$ cat src/rtl/pix_dispatch.sv
// Pixel work dispatcher: walks an external pixel counter over a frame and issues
// one (x, y, re, im) packet per pixel to a compute core, one packet per two cycles.
module pix_dispatch #(
  parameter int NUM_X_BITS = 10,
  parameter int NUM_Y_BITS = 10,
  parameter int COORD_BITS = 32
) (
  input  logic                  clk,
  input  logic                  n_rst,
  input  logic                  start,
  input  logic                  abort,
  input  logic [NUM_X_BITS-1:0] x_max,
  input  logic [NUM_Y_BITS-1:0] y_max,
  input  logic [COORD_BITS-1:0] re_start,
  input  logic [COORD_BITS-1:0] im_start,
  input  logic [COORD_BITS-1:0] re_step,
  input  logic [COORD_BITS-1:0] im_step,
  input  logic [NUM_X_BITS-1:0] x_value,
  input  logic [NUM_Y_BITS-1:0] y_value,
  input  logic                  done,
  output logic                  pix_count_enable,
  output logic                  pix_clear,
  output logic                  pkt_valid,
  input  logic                  pkt_ready,
  output logic [NUM_X_BITS-1:0] pkt_x,
  output logic [NUM_Y_BITS-1:0] pkt_y,
  output logic [COORD_BITS-1:0] pkt_re,
  output logic [COORD_BITS-1:0] pkt_im,
  output logic                  busy,
  output logic                  frame_done
);

  typedef enum logic [2:0] {IDLE, CLEAR, ISSUE, SETTLE, FINISH} state_e;

  state_e                state_q;
  logic [NUM_X_BITS-1:0] x_max_q;
  logic [NUM_Y_BITS-1:0] y_max_q;
  logic [COORD_BITS-1:0] re_start_q, im_start_q, re_step_q, im_step_q;
  logic [COORD_BITS-1:0] re_acc_q, im_acc_q;
  logic                  hs;

  // Abort wins over a same-cycle handshake, so it also suppresses the counter pulse.
  assign pkt_valid        = (state_q == ISSUE);
  assign hs               = pkt_valid && pkt_ready && !abort;
  assign pix_count_enable = hs && !done;
  assign pix_clear        = (state_q == CLEAR);
  assign frame_done       = (state_q == FINISH);
  assign busy             = (state_q != IDLE);
  assign pkt_x            = x_value;
  assign pkt_y            = y_value;
  assign pkt_re           = re_acc_q;
  assign pkt_im           = im_acc_q;

  always_ff @(posedge clk or negedge n_rst) begin
    if (!n_rst) begin
      state_q    <= IDLE;
      x_max_q    <= '0;
      y_max_q    <= '0;
      re_start_q <= '0;
      im_start_q <= '0;
      re_step_q  <= '0;
      im_step_q  <= '0;
      re_acc_q   <= '0;
      im_acc_q   <= '0;
    end else if (state_q != IDLE && abort) begin
      state_q <= IDLE;
    end else begin
      case (state_q)
        IDLE: if (start) state_q <= CLEAR;
        CLEAR: begin
          x_max_q    <= x_max;
          y_max_q    <= y_max;
          re_start_q <= re_start;
          im_start_q <= im_start;
          re_step_q  <= re_step;
          im_step_q  <= im_step;
          re_acc_q   <= re_start;
          im_acc_q   <= im_start;
          state_q    <= ISSUE;
        end
        ISSUE: if (pkt_ready) begin
          if (done) begin
            state_q <= FINISH;
          end else begin
            state_q <= SETTLE;
            // End of row: rewind real axis, step imaginary axis.
            if (x_value == x_max_q) begin
              re_acc_q <= re_start_q;
              im_acc_q <= im_acc_q + im_step_q;
            end else begin
              re_acc_q <= re_acc_q + re_step_q;
            end
          end
        end
        SETTLE:  state_q <= ISSUE;
        FINISH:  state_q <= IDLE;
        default: state_q <= IDLE;
      endcase
    end
  end

  // The external counter must agree with the frame geometry latched at CLEAR.
  a_done_geom: assert property (@(posedge clk) disable iff (!n_rst)
    (state_q == ISSUE && done) |-> (x_value == x_max_q && y_value == y_max_q));
  a_origin_im: assert property (@(posedge clk) disable iff (!n_rst)
    (state_q == ISSUE && x_value == '0 && y_value == '0) |-> (im_acc_q == im_start_q));

endmodule

$ cat config.mk
export PLATFORM = sky130hd
export DESIGN_NAME = pix_dispatch
export DESIGN_NICKNAME = d
export VERILOG_FILES = /design/src/rtl/pix_dispatch.sv
export SDC_FILE = /design/constraint.sdc
export NUM_CORES = 1
export LEC_CHECK = 0
export ABC_CLOCK_PERIOD_IN_PS = 7400
export CAP_MARGIN = 20
export CORE_ASPECT_RATIO = 0.7
export CORE_MARGIN = 2
export CORE_UTILIZATION = 54
export DETAILED_ROUTE_END_ITERATION = 8
export PLACE_DENSITY = 0.86
export SYNTH_ARGS = -nofsm -noshare
export SYNTH_HDL_FRONTEND = slang
export SYNTH_SLANG_ARGS = --single-unit
$ cat constraint.sdc
create_clock -name clk -period 7.4 [get_ports clk]
set_input_delay 0.74 -clock clk [delete_from_list [all_inputs] [get_ports clk]]
set_output_delay 0.74 -clock clk [all_outputs]
set_load 0.02 [all_outputs]
==> run_summary.xml, run 1 <==
<?xml version="1.0" encoding="UTF-8"?>
<metrics>
  <group name="floorplanning">
    <metric name="initial_core_util" unit="">0.557</metric>
    <metric name="core_region_area" unit="um2">19100</metric>
    <metric name="fp.dieH" unit="um">122</metric>
    <metric name="die_w" unit="um">172</metric>
    <metric name="num_rows" unit="">42</metric>
    <metric name="fp.dieArea" unit="um2">20900</metric>
    <metric name="io_pins" unit="">263</metric>
  </group>
  <group name="clocking">
    <metric name="htreeDepth" unit="">4</metric>
    <metric name="clk_pin_slew" unit="ns">0.07</metric>
    <metric name="cts_setup_buffers" unit="">0</metric>
    <metric name="cts.sink_count" unit="">173</metric>
    <metric name="cts_tree" unit="">yes</metric>
    <metric name="root_buffer" unit="">sky130_fd_sc_hd__clkbuf_16</metric>
    <metric name="cts_resized" unit="">0</metric>
    <metric name="cts_inserted_buffers" unit="">17</metric>
    <metric name="clkLatencyLatePin" unit="ns">0.42</metric>
    <metric name="maximum_count_of_clock_buffers_along_a_single_path" unit="">2</metric>
    <metric name="post_cts_hold_buffer_count" unit="">0</metric>
  </group>
  <group name="timing">
    <metric name="period_minus_slack" unit="ns">4.26</metric>
    <metric name="rsz_0062_raised_after_global_routing" unit="">no</metric>
    <metric name="final_hold_violation_count" unit="">0</metric>
    <metric name="post-route-period-util" unit="">0.576</metric>
    <metric name="timing.setup.tns" unit="ns">0</metric>
    <metric name="clock-skew-final" unit="ns">0.0180</metric>
    <metric name="max_clock_freq" unit="GHz">0.235</metric>
    <metric name="report.final.setup_viol" unit="">0</metric>
    <metric name="timing_max_transition_violations_final" unit="">0</metric>
    <metric name="slew_of_the_pin_with_the_lowest_slew_margin" unit="ns">1.08</metric>
    <metric name="maxSlewHeadroom" unit="">0.277</metric>
  </group>
  <group name="critical_path">
    <metric name="r2r-end" unit="">pkt_im[31]$_DFFE_PN0P_</metric>
    <metric name="timing.critical_path.from" unit="">state_q[0]$_DFFE_PN0P_</metric>
    <metric name="cp_data_required_time" unit="ns">6.66</metric>
    <metric name="r2r_setup_slack" unit="ns">3.91</metric>
    <metric name="cp.buffers_inverters" unit="">4</metric>
    <metric name="timing.critical_path.max_delay_family" unit="">buffers and inverters</metric>
    <metric name="critPathCaptureType" unit="">output port</metric>
    <metric name="critPathKind" unit="">flop to output port</metric>
    <metric name="crit_path_start_kind" unit="">flop</metric>
    <metric name="rr_startpoint" unit="">state_q[0]$_DFFE_PN0P_</metric>
    <metric name="critPathMaxStageDelay" unit="ns">0.66</metric>
    <metric name="rr_worst_depth" unit="">10</metric>
    <metric name="maximum_fanout_count_along_the_critical_path" unit="">71</metric>
    <metric name="arrival" unit="ns">3.52</metric>
    <metric name="worstPathCellList" unit="">nand2b_1, or2_2, buf_4, clkinv_1, buf_4, clkdlybuf4s50_1</metric>
    <metric name="slowest_stage_cell_cp" unit="">sky130_fd_sc_hd__buf_4</metric>
    <metric name="worst_path_most_repeated_cell" unit="">sky130_fd_sc_hd__buf_4</metric>
  </group>
  <group name="cells_and_area">
    <metric name="fin_area" unit="um2">13700</metric>
    <metric name="syn_to_final_growth" unit="%">28.1</metric>
    <metric name="layout.nets" unit="">1509</metric>
    <metric name="antennaDiodeCount" unit="">0</metric>
    <metric name="drive_above_1_share" unit="">0.128</metric>
    <metric name="layout.filler_cells" unit="">1467</metric>
  </group>
  <group name="synthesis">
    <metric name="syn_nets" unit="">1320</metric>
    <metric name="post_synth_most_frequent_cells" unit="">sky130_fd_sc_hd__dfrtp_1, sky130_fd_sc_hd__a21oi_1, sky130_fd_sc_hd__mux2_2</metric>
    <metric name="netlist.area_leader.share" unit="">0.406</metric>
    <metric name="postSynthCellCount" unit="">1082</metric>
    <metric name="synth-edff-count" unit="">0</metric>
    <metric name="synthDominantAreaCellType" unit="">sky130_fd_sc_hd__dfrtp_1</metric>
    <metric name="yosys.cell_count.top_type" unit="">sky130_fd_sc_hd__dfrtp_1</metric>
    <metric name="synth.yosys.seq_area_share" unit="">0.406</metric>
    <metric name="total_of_flip_flops_plus_latches_after_synthesis" unit="">173</metric>
    <metric name="synth_ff_type" unit="">sky130_fd_sc_hd__dfrtp_1</metric>
    <metric name="postSynth.asyncResetShare" unit="">1.00</metric>
    <metric name="yosysWarnings" unit="">0</metric>
    <metric name="combined_area_of_all_synthesized_cells" unit="um2">10700</metric>
    <metric name="synth.lib_cells_used.distinct" unit="">67</metric>
    <metric name="postSynthAreaPerCell" unit="um2">9.85</metric>
    <metric name="ys_top_cells_by_area" unit="">sky130_fd_sc_hd__dfrtp_1, sky130_fd_sc_hd__mux2_2, sky130_fd_sc_hd__ha_1</metric>
  </group>
  <group name="placement">
    <metric name="port_buffers" unit="">232</metric>
    <metric name="hpwl" unit="um">21000</metric>
    <metric name="finalWeightedCongestion" unit="">0.918</metric>
    <metric name="dpl_cell_area" unit="um2">13000</metric>
  </group>
  <group name="route">
    <metric name="avgRoutedWirePerCell" unit="um">18.8</metric>
    <metric name="postRouteWirelength" unit="um">29100</metric>
    <metric name="drcViolationCount" unit="">0</metric>
    <metric name="drt_iter0_markers" unit="">723</metric>
    <metric name="vias" unit="">9120</metric>
    <metric name="dr.pass1.iters" unit="">5</metric>
    <metric name="drt.antenna.violating_nets" unit="">0</metric>
    <metric name="via_per_inst" unit="">5.89</metric>
  </group>
  <group name="global_route">
    <metric name="grt_antenna_before_repair" unit="">0</metric>
    <metric name="global_route.overflow_total" unit="">0</metric>
    <metric name="grt_util_all_layers" unit="">0.281</metric>
    <metric name="grt_first_pass_wirelength" unit="um">45900</metric>
    <metric name="first_global_vias" unit="">8887</metric>
    <metric name="grt_start_max_net_pins" unit="">101</metric>
  </group>
  <group name="outcome">
    <metric name="outcome" unit="">finished, final reports clean</metric>
  </group>
  <group name="run">
    <metric name="timing.max_cap.violations" unit="">0</metric>
  </group>
  <group name="power_and_ir_drop">
    <metric name="post-layout-total-power" unit="W">0.00632</metric>
    <metric name="power_density" unit="nW/um2">463</metric>
    <metric name="cellLeakagePower" unit="nW">5.93</metric>
    <metric name="power.ir.vdd_worst" unit="mV">0.261</metric>
  </group>
  <group name="worst_hold_path">
    <metric name="tightest_hold_check_type" unit="">primary input to async pin</metric>
  </group>
</metrics>
logic make-up after synthesis:
kind of cell	count (synthesis)	synth area share
buf+inv	92	0.0429
mux	118	0.123
compound gates	318	0.192
fa+ha+maj	64	0.0766
xor+xnor	63	0.0518
simple gates	254	0.108
flops	173	0.406
power breakdown:
| part | internal [W] | switching [W] |
|---|---|---|
| logic | 0.00170 | 0.00201 |
| clock network | 0.000590 | 0.000387 |
| registers | 0.00134 | 0.000302 |
| total | 0.00362 | 0.00270 |
cell type report:
type	instances	area, um2	area share
sequential	173	4330	0.317
multi-input combinational	817	5880	0.431
inverter	21	78.8	0.00577
clock buffer	21	460	0.0337
timing repair buffer	241	2390	0.175
tap	264	330	0.0242
clock inverter	11	180	0.0132
per-stage QoR:
stage | hold WS [ns] | setup WS [ns] | utilization | std cells
2_1_floorplan | 0.444 | 4.65 | - | 1082
3_3_place_gp | 0.480 | 3.57 | 0.680 | 1516
3_5_place_dp | 0.491 | 3.48 | 0.680 | 1516
4_1_cts | 0.461 | 3.17 | 0.714 | 1548
5_1_grt | 0.507 | 3.00 | 0.714 | 1548
6_report | 0.436 | 3.14 | 0.714 | 1548
how the worst max path moves through the flow:
stage | depth (start not counted) | slack, ns | to
6_report | 6 | 3.14 | pkt_valid
5_1_grt | 6 | 3.00 | pkt_valid
4_1_cts | 6 | 3.17 | pkt_valid
3_5_place_dp | 8 | 3.48 | pkt_re[31]$_DFFE_PN0P_
3_3_place_gp | 8 | 3.57 | pkt_re[31]$_DFFE_PN0P_
2_1_floorplan | 11 | 4.65 | pkt_re[28]$_DFFE_PN0P_
sequential cells by signal, indices dropped and copies added (netlist names):
signal,count
re_start_q,32
x_max_q,10
pkt_re,32
state_q,3
re_step_q,32
im_step_q,32
pkt_im,32
cell usage in the layout, fill, tap and decap left out, types with 4 or more instances in the layout:
| master | Yosys | routed |
|---|---|---|
| sky130_fd_sc_hd__a21oi_1 | 105 | 104 |
| sky130_fd_sc_hd__a31oi_1 | 21 | 21 |
| sky130_fd_sc_hd__o21a_1 | 7 | 7 |
| sky130_fd_sc_hd__and3_1 | 9 | 9 |
| sky130_fd_sc_hd__clkbuf_16 | 0 | 17 |
| sky130_fd_sc_hd__xor2_1 | 29 | 29 |
| sky130_fd_sc_hd__a21oi_2 | 4 | 5 |
| sky130_fd_sc_hd__nor3_1 | 7 | 7 |
| sky130_fd_sc_hd__o21ai_0 | 62 | 62 |
| sky130_fd_sc_hd__dfrtp_1 | 173 | 173 |
| sky130_fd_sc_hd__mux2_2 | 100 | 100 |
| sky130_fd_sc_hd__nor4_1 | 5 | 5 |
| sky130_fd_sc_hd__nand2b_1 | 11 | 11 |
| sky130_fd_sc_hd__nor2_1 | 75 | 75 |
| sky130_fd_sc_hd__nand3_1 | 16 | 16 |
| sky130_fd_sc_hd__and2_1 | 4 | 4 |
| sky130_fd_sc_hd__o31ai_1 | 5 | 5 |
| sky130_fd_sc_hd__or2_2 | 4 | 4 |
| sky130_fd_sc_hd__mux2i_1 | 18 | 18 |
| sky130_fd_sc_hd__xnor2_1 | 34 | 34 |
| sky130_fd_sc_hd__nand4_1 | 9 | 9 |
| sky130_fd_sc_hd__or3_1 | 5 | 5 |
| sky130_fd_sc_hd__a21o_1 | 31 | 31 |
| sky130_fd_sc_hd__inv_1 | 20 | 20 |
| sky130_fd_sc_hd__a222oi_1 | 5 | 5 |
| sky130_fd_sc_hd__buf_4 | 20 | 9 |
| sky130_fd_sc_hd__o22ai_1 | 7 | 7 |
| sky130_fd_sc_hd__a21boi_0 | 4 | 4 |
| sky130_fd_sc_hd__o21bai_1 | 14 | 14 |
| sky130_fd_sc_hd__bufinv_16 | 0 | 4 |
| sky130_fd_sc_hd__nand2_1 | 96 | 95 |
| sky130_fd_sc_hd__a211oi_1 | 10 | 10 |
| sky130_fd_sc_hd__o21ai_1 | 8 | 8 |
| sky130_fd_sc_hd__ha_1 | 62 | 62 |
| sky130_fd_sc_hd__clkdlybuf4s50_1 | 0 | 231 |
layer usage:
metal	vias to the layer above	global-route usage	wire [um]
met5	-	0	0
met4	0	0.0636	365
met3	26	0.0522	2440
met2	390	0.438	13000
met1	4427	0.409	13300
li1	4277	-	-
No activity file was read; power rests on OpenSTA's default activity.
==> inputs of run 2 (changes only) <==
==> config.mk (replaced) <==
export PLATFORM = sky130hd
export DESIGN_NAME = pix_dispatch
export DESIGN_NICKNAME = d
export VERILOG_FILES = /design/src/rtl/pix_dispatch.sv
export SDC_FILE = /design/constraint.sdc
export NUM_CORES = 1
export LEC_CHECK = 0
export ABC_CLOCK_PERIOD_IN_PS = 3900
export CAP_MARGIN = 20
export CORE_ASPECT_RATIO = 0.7
export CORE_MARGIN = 2
export CORE_UTILIZATION = 46
export DETAILED_ROUTE_END_ITERATION = 8
export PLACE_DENSITY = 0.78
export SYNTH_ARGS = -nofsm -noshare
export SYNTH_HDL_FRONTEND = slang
export SYNTH_SLANG_ARGS = --single-unit
==> constraint.sdc (replaced) <==
create_clock -name clk -period 3.9 [get_ports clk]
set_input_delay 0.39 -clock clk [delete_from_list [all_inputs] [get_ports clk]]
set_output_delay 0.39 -clock clk [all_outputs]
set_load 0.02 [all_outputs]
==> run 2 against run 1 <==
Global-route usage is 3.9 points lower. Worst hold slack worse by 0.43 ns. Critical path depth is 5 higher. Sequential cell count stayed put. Sequential share of layout area is 0.29 points lower. Non-clock buffer count is 5 higher. First-iteration DRC count is 4.7% lower. Largest cell class unchanged. Final cell count is 3.7% higher. Register-to-register slack worse by 3.2 ns. Combinational power is 88% higher.
==> run_summary.xml, run 2 (same netlist as run 1, synthesis figures left out) <==
<?xml version="1.0" encoding="UTF-8"?>
<metrics>
  <group name="critical_path">
    <metric name="cp_data_required_time" unit="ns">4.21</metric>
    <metric name="arrival" unit="ns">3.46</metric>
    <metric name="crit_path_start_kind" unit="">flop</metric>
    <metric name="timing.critical_path.max_delay_family" unit="">compound AO/OA/AOI/OAI gates</metric>
    <metric name="critPathMaxStageDelay" unit="ns">0.46</metric>
    <metric name="maximum_fanout_count_along_the_critical_path" unit="">3</metric>
    <metric name="worstPathCellList" unit="">ha_1, fa_1, a211oi_1, o21ai_1, nand3_1, a21boi_2, a21oi_2, o21ai_2, a311oi_1, xor2_1, o21ai_0</metric>
    <metric name="slowest_stage_cell_cp" unit="">sky130_fd_sc_hd__fa_1</metric>
    <metric name="cp.buffers_inverters" unit="">0</metric>
    <metric name="critPathCaptureType" unit="">flop</metric>
    <metric name="critPathKind" unit="">flop to flop</metric>
  </group>
  <group name="placement">
    <metric name="port_buffers" unit="">232</metric>
    <metric name="finalWeightedCongestion" unit="">0.933</metric>
    <metric name="place_inst" unit="">1569</metric>
    <metric name="hpwl" unit="um">21400</metric>
    <metric name="pre_cts_ws" unit="ns">0.831</metric>
  </group>
  <group name="power_and_ir_drop">
    <metric name="net_sw_power" unit="W">0.00510</metric>
    <metric name="cellInternalPower" unit="W">0.00681</metric>
    <metric name="power.ir.vdd_worst" unit="mV">0.375</metric>
    <metric name="power_density" unit="nW/um2">864</metric>
    <metric name="p_clk_frac" unit="">0.152</metric>
    <metric name="seqPwrFrac" unit="">0.263</metric>
    <metric name="cellLeakagePower" unit="nW">5.95</metric>
    <metric name="power.share.combinational" unit="">0.585</metric>
    <metric name="power.share.switching" unit="">0.428</metric>
  </group>
  <group name="clocking">
    <metric name="clkLatencyLatePin" unit="ns">0.44</metric>
    <metric name="cts_setup_buffers" unit="">0</metric>
    <metric name="clk_pin_slew" unit="ns">0.07</metric>
    <metric name="post_cts_hold_buffer_count" unit="">0</metric>
    <metric name="cts_tree" unit="">yes</metric>
    <metric name="root_buffer" unit="">sky130_fd_sc_hd__clkbuf_16</metric>
    <metric name="cts_inserted_buffers" unit="">17</metric>
    <metric name="cts.sink_count" unit="">173</metric>
    <metric name="htreeDepth" unit="">4</metric>
    <metric name="cts_resized" unit="">0</metric>
    <metric name="maximum_count_of_clock_buffers_along_a_single_path" unit="">2</metric>
  </group>
  <group name="route">
    <metric name="postRouteWirelength" unit="um">29500</metric>
    <metric name="drt_iter0_markers" unit="">689</metric>
    <metric name="vias" unit="">8994</metric>
    <metric name="drt.antenna.violating_nets" unit="">0</metric>
    <metric name="dr.pass1.iters" unit="">6</metric>
    <metric name="drcViolationCount" unit="">0</metric>
    <metric name="via_per_inst" unit="">5.60</metric>
    <metric name="avgRoutedWirePerCell" unit="um">18.3</metric>
  </group>
  <group name="timing">
    <metric name="rsz_0062_raised_after_global_routing" unit="">no</metric>
    <metric name="max_clock_freq" unit="GHz">0.317</metric>
    <metric name="report.final.setup_viol" unit="">0</metric>
    <metric name="timing.setup.tns" unit="ns">0</metric>
    <metric name="timing_max_transition_violations_final" unit="">0</metric>
    <metric name="period_minus_slack" unit="ns">3.15</metric>
    <metric name="clock-skew-final" unit="ns">0.0151</metric>
    <metric name="fin_hold_ws" unit="ns">0.00865</metric>
    <metric name="final_hold_violation_count" unit="">0</metric>
    <metric name="maxSlewHeadroom" unit="">0.420</metric>
    <metric name="layout_setup_ws" unit="ns">0.746</metric>
    <metric name="slew_of_the_pin_with_the_lowest_slew_margin" unit="ns">0.868</metric>
    <metric name="post-route-period-util" unit="">0.809</metric>
  </group>
  <group name="cells_and_area">
    <metric name="drive_above_1_share" unit="">0.132</metric>
    <metric name="finish.cell_count_without_fillers" unit="">1606</metric>
    <metric name="layout.filler_cells" unit="">1927</metric>
    <metric name="layout.cells.most_common" unit="">sky130_fd_sc_hd__clkdlybuf4s50_1</metric>
    <metric name="layout_common_cells" unit="">sky130_fd_sc_hd__clkdlybuf4s50_1, sky130_fd_sc_hd__dfrtp_1, sky130_fd_sc_hd__a21oi_1, sky130_fd_sc_hd__mux2_2, sky130_fd_sc_hd__nand2_1</metric>
    <metric name="post_route_core_utilization" unit="">0.608</metric>
    <metric name="syn_to_final_growth" unit="%">29.3</metric>
    <metric name="layout.nets" unit="">1514</metric>
    <metric name="multi_input_area" unit="um2">5880</metric>
    <metric name="total_area_of_sequential_cells" unit="um2">4330</metric>
  </group>
  <group name="global_route">
    <metric name="grt_antenna_before_repair" unit="">4</metric>
    <metric name="first_global_vias" unit="">9075</metric>
    <metric name="grt_start_max_net_pins" unit="">79</metric>
    <metric name="grt_util_all_layers" unit="">0.242</metric>
    <metric name="grt_first_pass_wirelength" unit="um">46600</metric>
    <metric name="global_route.overflow_total" unit="">0</metric>
  </group>
  <group name="floorplanning">
    <metric name="fp.dieArea" unit="um2">24400</metric>
    <metric name="initial_core_util" unit="">0.470</metric>
    <metric name="num_rows" unit="">46</metric>
    <metric name="fp.dieH" unit="um">131</metric>
    <metric name="core_region_area" unit="um2">22700</metric>
    <metric name="die_w" unit="um">186</metric>
    <metric name="io_pins" unit="">263</metric>
  </group>
  <group name="worst_hold_path">
    <metric name="tightest_hold_check_type" unit="">primary input to async pin</metric>
  </group>
  <group name="run">
    <metric name="timing.max_cap.violations" unit="">0</metric>
  </group>
  <group name="outcome">
    <metric name="outcome" unit="">finished, final reports clean</metric>
  </group>
</metrics>
-- run 2: power groups by stage --
stage	logic, W	registers [W]	clock network, W
2_1_floorplan	0.00462	0.00336	0
3_3_place_gp	0.00668	0.00312	0
3_5_place_dp	0.00682	0.00315	0
4_1_cts	0.00689	0.00313	0.00184
5_1_grt	0.00763	0.00322	0.00192
6_report	0.00696	0.00313	0.00181
-- run 2: area by class of cell --
class	instances	area share
Antenna cell	5	0.000908
Inverter	21	0.00572
Clock inverter	12	0.0117
Tap cell	312	0.0283
Multi-Input combinational cell	817	0.427
Sequential cell	173	0.314
Timing Repair Buffer	246	0.179
Clock buffer	20	0.0331
-- run 2: path summary, 6_finish.rpt --
kind	start	end	slack (ns)	cells past startpoint
setup / recovery	pkt_re[0]$_DFFE_PN0P_	pkt_re[28]$_DFFE_PN0P_	0.75	11
hold reg to reg	re_start_q[30]$_DFFE_PN0P_	re_start_q[30]$_DFFE_PN0P_	0.51	1
hold / removal	n_rst	re_step_q[23]$_DFFE_PN0P_	0.009	1
max in group asynchronous	n_rst	im_step_q[5]$_DFFE_PN0P_	3.09	2
setup reg to reg	pkt_re[0]$_DFFE_PN0P_	pkt_re[28]$_DFFE_PN0P_	0.75	11
min in group clk	re_start_q[30]$_DFFE_PN0P_	re_start_q[30]$_DFFE_PN0P_	0.51	1
-- run 2: metrics by stage --
| step | total power, W | cell area [um2] |
|---|---|---|
| after global placement | 0.00979 | 13100 |
| after floorplan | 0.00798 | 10700 |
| after CTS | 0.0119 | 13800 |
| after global routing | 0.0128 | 13800 |
| final | 0.0119 | 13800 |
| after detailed placement | 0.00998 | 13100 |
-- run 2: worst reg2reg max path, delay by kind of cell (launching register included) --
family	cells	cell delay [ns]
AOI/OAI and AO/OA	7	1.58
adders and majority gates	2	0.71
DFF	1	0.40
xor gates and xnor gates	1	0.18
and+or+nand+nor	1	0.17
-- run 2: metal layers --
metal | track usage | up-vias | part of all wire
met4 | 0.0608 | 0 | 0.013
met1 | 0.345 | 4301 | 0.47
met5 | 0 | - | 0
li1 | - | 4299 | -
met3 | 0.0737 | 27 | 0.088
met2 | 0.357 | 367 | 0.43
==> edit, RTL diff (flow settings as in run 1) <==
`NUM_X_BITS`: 10 -> 5.
--- a/src/rtl/pix_dispatch.sv
+++ b/src/rtl/pix_dispatch.sv
@@ -1,7 +1,7 @@
 // Pixel work dispatcher: walks an external pixel counter over a frame and issues
 // one (x, y, re, im) packet per pixel to a compute core, one packet per two cycles.
 module pix_dispatch #(
-  parameter int NUM_X_BITS = 10,
+  parameter int NUM_X_BITS = 5,
   parameter int NUM_Y_BITS = 10,
   parameter int COORD_BITS = 32
 ) (
Interface: changed (resized pkt_x, x_max and x_value); port bits go from 263 to 248. No check against the original RTL was run, so the function may have changed too.
==> edit against run 1 <==
Combinational power increased by 12%; worst setup slack lost 0.22 ns; routed wire length decreased by 0.16%; critical endpoint is now pix_count_enable; area after synthesis down 2.0%; sequential cell count is 5 lower; final area fell by 2.4%; fmax down 5.0%; cell count shrank 2.1%; total power up 6.5%.
==> edit: results (changes against run 1) <==
- DP Area: 12700 sq um (-2.3%)
- Num CTS Buffers: 17 (unchanged)
- GP Congestion: 0.934 (+1.7%)
- Status: finished clean
- Nets: 1487 (-1.5%)
- Worst Path Max Fanout: 16 (-77%)
- Iter 0 DRT Violations: 1015 (+40%)
- DRT antenna net count: 0 (unchanged)
- Post-CTS setup buffers: 0 (unchanged)
- Max VDD drop: 0.223 mV (-15%)
- Distinct cells, synth: 68 (+1.5%)
- Synth top cells by count: dfrtp_1 (168), a21oi_1 (112), nand2_1 (107)
- Pin count of the biggest net entering global routing: 103 (+2.0%)
- Type of the worst min-delay path: in2async
- CTS clk-pin slew, worst paths: 0.07 ns (about the same)
- Max clock buf depth: 2 (unchanged)
- Slew @ Worst Pin: 1.01 ns (-0.0706 ns)
- First-pass GRT wire length: 46100 microns (+0.57%)
- Final setup fails: 0 (unchanged)
- Post-detailed-routing wire length: 29000 microns (-0.16%)
- H-tree level count: 4 (unchanged)
- Fill count: 1414 (-3.6%)
- Layout cells sized above 1: 13.8% (+1.1 points)
- Post-CTS sizing: 0 (unchanged)
- Post-DR vias/cell: 6.01 (+2.0%)
- Fin Clk Skew: 0.0165 ns (-0.00144 ns)
- Most common flop cell mapped by yosys: dfrtp_1
- Clk root buf: clkbuf_16
- Crit path arrival time: 3.75 ns (+0.23 ns)
- Top cell type's share of synthesized area: 40.3% (-0.37 points)
- I/O Buffers: 217 (-6.5%)
- Top cells by area, synth: dfrtp_1 (40%), mux2_2 (11%), ha_1 (7.4%)
- Initial DRT Pass Iterations: 5 (unchanged)
- LEAKAGE: 5.66 nW (-4.5%)
- Initial antenna violation count: 1 (+1)
- Mapped Nets: 1303 (-1.3%)
- Post-synthesis sequential area ratio: 40.3% (-0.37 points)
- Synth warn: 0 (unchanged)
- Vias in the first global route: 8869 (-0.20%)
- Clk_lat worst skew: around 0.43 ns
- Async SR Flop Fraction: 100% (unchanged)
- Detail Placement HPWL: 20600 microns (-1.9%)
- Overall routing resource usage: 28.6% (+0.55 points)
## edit: stage by stage
step	cells	hold slack, ns	utilization, %	worst slack (ns)
after global placement	1481	0.482	67.1	2.93
final	1515	0.391	70.4	2.91
after detailed placement	1482	0.493	67.2	2.93
after CTS	1514	0.458	70.4	2.91
after floorplan	1075	0.444	-	4.45
after global routing	1514	0.488	70.4	2.82
## edit: path summary, 6_finish.rpt
check,from,to,slack [ns],cells past startpoint
max,done,pix_count_enable,2.91,7
min,n_rst,re_step_q[7]$_DFFE_PN0P_,0.39,1
max reg2reg,pkt_im[0]$_DFFE_PN0P_,pkt_im[20]$_DFFE_PN0P_,4.11,11
min reg2reg,re_start_q[29]$_DFFE_PN0P_,re_start_q[29]$_DFFE_PN0P_,0.51,1
max in group asynchronous,n_rst,pkt_im[12]$_DFFE_PN0P_,5.60,2
min in group clk,re_start_q[29]$_DFFE_PN0P_,re_start_q[29]$_DFFE_PN0P_,0.51,1
## edit: report_power, final
group          internal [W]  switching, W  total [W]
clock              0.000529      0.000398   0.000926
combinational       0.00187       0.00228    0.00415
sequential          0.00133      0.000327    0.00165
total               0.00373       0.00300    0.00673
## edit: cell type report
| class | count | area [sq um] | share of cell area, % |
|---|---|---|---|
| diodes | 1 | 2.50 | 0.0188 |
| clock buffers | 20 | 467 | 3.50 |
| clock inverters | 12 | 136 | 1.02 |
| inverters | 9 | 33.8 | 0.254 |
| multi-input cells | 834 | 5910 | 44.3 |
| flip-flops and latches | 168 | 4200 | 31.6 |
| well taps | 242 | 303 | 2.27 |
| repair buffers | 229 | 2270 | 17.0 |
## edit: cells by family after synthesis
kind of cell	after synthesis	share of synthesized area, %
simple gates	279	12.1
xor+xnor	57	4.78
buf+inv	73	3.30
mux	108	11.6
compound gates	326	20.2
flops	168	40.3
fa+ha+maj	64	7.81
## edit: worst max-delay path, stage by stage
cell and delay, ns:
clkdlybuf4s50_1 0.45, or3b_2 0.48, a211oi_2 0.23, buf_4 0.29, nand2_1 0.46, inv_1 0.40
clkdlybuf4s50_1 0.67
## edit: metal layers
metal | global-route usage, % | routed length [microns]
met2 | 42.2 | 12400
met4 | 6.78 | 366
met1 | 43.0 | 13900
met5 | 0 | 0
met3 | 6.38 | 2340
